<file path="src/rtl/fifo_wr_arbiter.sv">
// fifo_wr_arbiter: shares one synchronous-FIFO write port among N_REQ requesters.
// Round-robin arbitration with a per-grant burst limit and valid/ready handshakes.
// Ports:
//   clk, rstn        clock, asynchronous active-low reset
//   i_req_valid      per-requester data valid
//   i_req_data       packed data, requester k at [k*DATA_W +: DATA_W]
//   o_req_ready      per-requester ready (one-hot or zero)
//   o_fifo_wren      FIFO write enable
//   o_fifo_wrdata    FIFO write data
//   i_fifo_full      FIFO full flag
//   o_grant_id       current or last granted requester
//   o_busy           high while a grant is active
module fifo_wr_arbiter #(
  parameter int unsigned N_REQ     = 4,
  parameter int unsigned DATA_W    = 4,
  parameter int unsigned MAX_BURST = 4,
  localparam int unsigned ID_W     = $clog2(N_REQ),
  localparam int unsigned CNT_W    = $clog2(MAX_BURST + 1)
) (
  input  logic                      clk,
  input  logic                      rstn,
  input  logic [N_REQ-1:0]          i_req_valid,
  input  logic [N_REQ*DATA_W-1:0]   i_req_data,
  output logic [N_REQ-1:0]          o_req_ready,
  output logic                      o_fifo_wren,
  output logic [DATA_W-1:0]         o_fifo_wrdata,
  input  logic                      i_fifo_full,
  output logic [ID_W-1:0]           o_grant_id,
  output logic                      o_busy
);

  typedef enum logic {IDLE, GRANT} state_t;

  state_t             state, state_n;
  logic [ID_W-1:0]    gnt, gnt_n;
  logic [ID_W-1:0]    rr_ptr, rr_ptr_n;
  logic [CNT_W-1:0]   burst_cnt, burst_cnt_n;

  logic [ID_W-1:0]    win;
  logic               found;
  int unsigned        idx;
  logic               beat;
  logic               rel;
  logic               gnt_valid;
  logic [DATA_W-1:0]  gnt_data;

  // State register
  always_ff @(posedge clk or negedge rstn) begin
    if (!rstn) begin
      state     <= IDLE;
      gnt       <= '0;
      rr_ptr    <= '0;
      burst_cnt <= '0;
    end else begin
      state     <= state_n;
      gnt       <= gnt_n;
      rr_ptr    <= rr_ptr_n;
      burst_cnt <= burst_cnt_n;
    end
  end

  // Round-robin scan: first valid index starting at rr_ptr, wrapping at N_REQ
  always_comb begin
    win   = '0;
    found = 1'b0;
    idx   = 0;
    for (int unsigned i = 0; i < N_REQ; i++) begin
      idx = (32'(rr_ptr) + i) % N_REQ;
      if (!found && i_req_valid[idx]) begin
        found = 1'b1;
        win   = ID_W'(idx);
      end
    end
  end

  assign gnt_valid = i_req_valid[gnt];
  assign gnt_data  = i_req_data[int'(gnt)*int'(DATA_W) +: DATA_W];

  // Next-state and handshake outputs
  always_comb begin
    state_n       = state;
    gnt_n         = gnt;
    rr_ptr_n      = rr_ptr;
    burst_cnt_n   = burst_cnt;
    o_req_ready   = '0;
    o_fifo_wren   = 1'b0;
    o_fifo_wrdata = '0;
    beat          = 1'b0;
    rel           = 1'b0;

    case (state)
      IDLE: begin
        if (found) begin
          gnt_n       = win;
          burst_cnt_n = '0;
          state_n     = GRANT;
        end
      end
      GRANT: begin
        o_req_ready[gnt] = !i_fifo_full;
        beat             = gnt_valid & !i_fifo_full;
        o_fifo_wren      = beat;
        o_fifo_wrdata    = gnt_data;
        // A full FIFO freezes the grant entirely, including a dropped valid.
        if (!i_fifo_full) begin
          if (beat) begin
            burst_cnt_n = burst_cnt + CNT_W'(1);
            rel         = (burst_cnt_n == CNT_W'(MAX_BURST));
          end else begin
            rel = 1'b1;
          end
        end
        if (rel) begin
          rr_ptr_n = (gnt == ID_W'(N_REQ - 1)) ? '0 : gnt + ID_W'(1);
          state_n  = IDLE;
        end
      end
      default: state_n = IDLE;
    endcase
  end

  assign o_grant_id = gnt;
  assign o_busy     = (state == GRANT);

endmodule

</file>
<file path="config.mk">
export PLATFORM = sky130hd
export DESIGN_NAME = fifo_wr_arbiter
export DESIGN_NICKNAME = d
export VERILOG_FILES = /design/src/rtl/fifo_wr_arbiter.sv
export SDC_FILE = /design/constraint.sdc
export NUM_CORES = 1
export LEC_CHECK = 0
export ABC_CLOCK_PERIOD_IN_PS = 2200
export CAP_MARGIN = 10
export CORE_MARGIN = 3
export CORE_UTILIZATION = 53
export CTS_CLUSTER_DIAMETER = 60
export CTS_CLUSTER_SIZE = 30
export DETAILED_ROUTE_END_ITERATION = 10
export DONT_BUFFER_PORTS = 1
export HOLD_SLACK_MARGIN = 0.02
export PLACE_DENSITY = 0.64
export SYNTH_ARGS = -nofsm -noshare
export SYNTH_HDL_FRONTEND = slang
export SYNTH_SLANG_ARGS = --single-unit
</file>
<file path="constraint.sdc">
create_clock -name clk -period 2.2 [get_ports clk]
set_input_delay 0.33 -clock clk [delete_from_list [all_inputs] [get_ports clk]]
set_output_delay 0.33 -clock clk [all_outputs]
set_load 0.02 [all_outputs]
</file>
==> results.yml <==
yosys:
  yosys.area.top_type: "dfrtp_1"
  yosysWarnings: 0
  async_flop_share_pct: 100
  synth_ff_type: "dfrtp_1"
  synth_top_area_share_pct: 26.1
  syn_nets: 98
  synth_cells: 69
  synth.avg_cell_area_um2: 11.1
  ys_top_cells_by_count: "8 x and2_1, 8 x dfrtp_1, 6 x ha_1"
  synth.area.top_cells: "dfrtp_1 26%, mux4_1 14%, ha_1 9.8%, and2_1 6.5%, mux2i_1 5.2%"
  syn_area_um2: 768
  synth_edf_count: 0
  synth_cell_types: 30
  ys_ff_latch: 8
  yosysSeqAreaShare_pct: 26.1
worst_setup_path:
  reg2reg_slack_ns: 0.52
  required_ns: 1.87
  crit_path_max_fanout: 7
  crit_path_start_kind: "register"
  critPathKind: "reg -> out"
  cp.arrival_ns: 1.54
  cp-end-kind: "primary output"
timing:
  rsz0062_at_grt: "false"
  slew_violations: 0
  fmax_ghz: 0.533
  hold_viol_final: 0
  slew_headroom_pct: 66.6
  tightest_slew_ns: 0.498
  tns_ns: 0
  setup_violations: 0
  final.period_utilization_pct: 85.2
  fin_crit_ns: 1.87
  skew_ns: 0.00135
cts:
  clk_pin_slew_worst_paths_ns: 0.05
  cts_buffers: 3
  clockRootBuffer: "clkbuf_4"
  clkSinkCount: 8
  post-cts-setup-buffer-count: 0
  cts_resized: 0
  clk_latency_ns: 0.25
  cts_hold_buf: 1
  tritoncts: "yes"
  clk_path_buf_depth: 2
  h-tree-depth: 1
floorplan:
  start_util_pct: 57.6
  core_um2: 1330
  die_x_um: 44.1
  ios: 35
  rows: 13
  dieArea_um2: 1940
  die_height_um: 44.1
pwr:
  p_total_w: 0.00109
  ir_worst_vdd_uv: 840
  power_density_nw_per_um2: 1340
  power_leakage_nw: 0.371
route:
  ant_nets: 0
  vias_per_cell: 6.26
  drt_iter0_markers: 7
  drc: 0
  vias: 551
  firstDrtPassIters: 4
  postRouteWirelength_mm: 1.52
  routedWlPerCell_um: 17.3
place:
  gp_congestion: 0.752
  dp_hpwl_mm: 1.21
  io_buffers: 0
global_route:
  antenna_found_initial: 0
  grt-ovfl-total: 0
  grt_pass1_wl_mm: 2.57
  grt_pass1_vias: 553
  grt_usage_pct: 18.4
  grt_max_degree: 12
run:
  max_cap_viol_count: 0
cells_and_area:
  fillerInstances: 120
  drive_above_1_share_pct: 17.8
  nets: 104
  area_growth_pct: 5.70
  n_antenna_cell: 0
hold_path:
  hp-class: "in -> reg"
status:
  status: "finished clean"
-- registers in the layout, summed over array words and instances, names as in the netlist --
| signal | count |
|---|---|
| burst_cnt | 3 |
| rr_ptr | 2 |
| o_busy | 1 |
| o_grant_id | 2 |
-- critical path: stages (launching register included) --
cell and delay [ns]:
dfrtp_1 0.48, mux4_1 0.58, and2_1 0.24
-- through the flow --
| stage | util (%) | instances | worst slack (ns) | cell area (µm²) | hold WS [ns] |
|---|---|---|---|---|---|
| after floorplan | - | 69 | 0.463 | 768 | 0.0344 |
| after global placement | 58.4 | 84 | 0.569 | 779 | 0.0347 |
| after detailed placement | 58.4 | 84 | 0.528 | 779 | 0.0347 |
| after CTS | 60.9 | 88 | 0.309 | 812 | 0.293 |
| after global routing | 60.9 | 88 | 0.223 | 812 | 0.308 |
| final | 60.9 | 88 | 0.325 | 812 | 0.296 |
-- worst paths after layout --
check,start,endpoint,cells after the start
max in group asynchronous,rstn,o_grant_id[1],1
hold reg to reg,burst_cnt[2],burst_cnt[2],1
min in group asynchronous,rstn,rr_ptr[0],1
setup / recovery,o_grant_id[0],o_fifo_wrdata[1],2
setup reg to reg,burst_cnt[0],rr_ptr[0],4
hold / removal,i_req_valid[3],o_grant_id[1],2
-- routing by layer --
metal | up-vias | wire length [µm] | GRT usage (%)
met4 | 0 | 12 | 5.42
li1 | 264 | - | -
met5 | - | 0 | 0
met2 | 33 | 679 | 27.6
met1 | 252 | 619 | 22.2
met3 | 2 | 207 | 11.0
-- cell usage in the layout (no fill, tap or decap), types with 2 or more instances in the layout --
cell type,count
nor2_1,3
mux2_2,3
and2_1,8
clkbuf_4,3
inv_1,5
dfrtp_1,8
mux2i_1,4
nand3b_1,2
o21ai_0,4
a21oi_1,2
ha_1,6
buf_4,3
mux4_1,4
-- cell type report --
cell class / count / area, µm² / share of cell area (%)
clock buffers: 3 / 22.5 / 2.77
inverters: 5 / 18.8 / 2.31
multi-input cells: 53 / 519 / 63.9
flip-flops and latches: 8 / 200 / 24.7
well taps: 15 / 18.8 / 2.31
repair buffers: 4 / 32.5 / 4.01
-- cells by family (layout without fill, tap and decap cells) --
logic type                 Yosys count  in the layout  synth area share (%)
and+or+nand+nor                     21             21                  17.8
AOI/OAI and AO/OA                   14             14                  15.6
muxes                               11             11                  23.3
DFF                                  8              8                  26.1
buffers and inverters                8             12                  6.35
adders and majority gates            6              6                  9.77
xor gates and xnor gates             1              1                  1.14
-- power breakdown --
group | leakage [nW] | internal, W | switching [W]
clock network | 0.0138 | 0.0000624 | 0.0000497
registers | 0.0966 | 0.000215 | 0.0000740
logic | 0.260 | 0.000299 | 0.000388
Note: power is estimated with default switching activity, not from simulation.
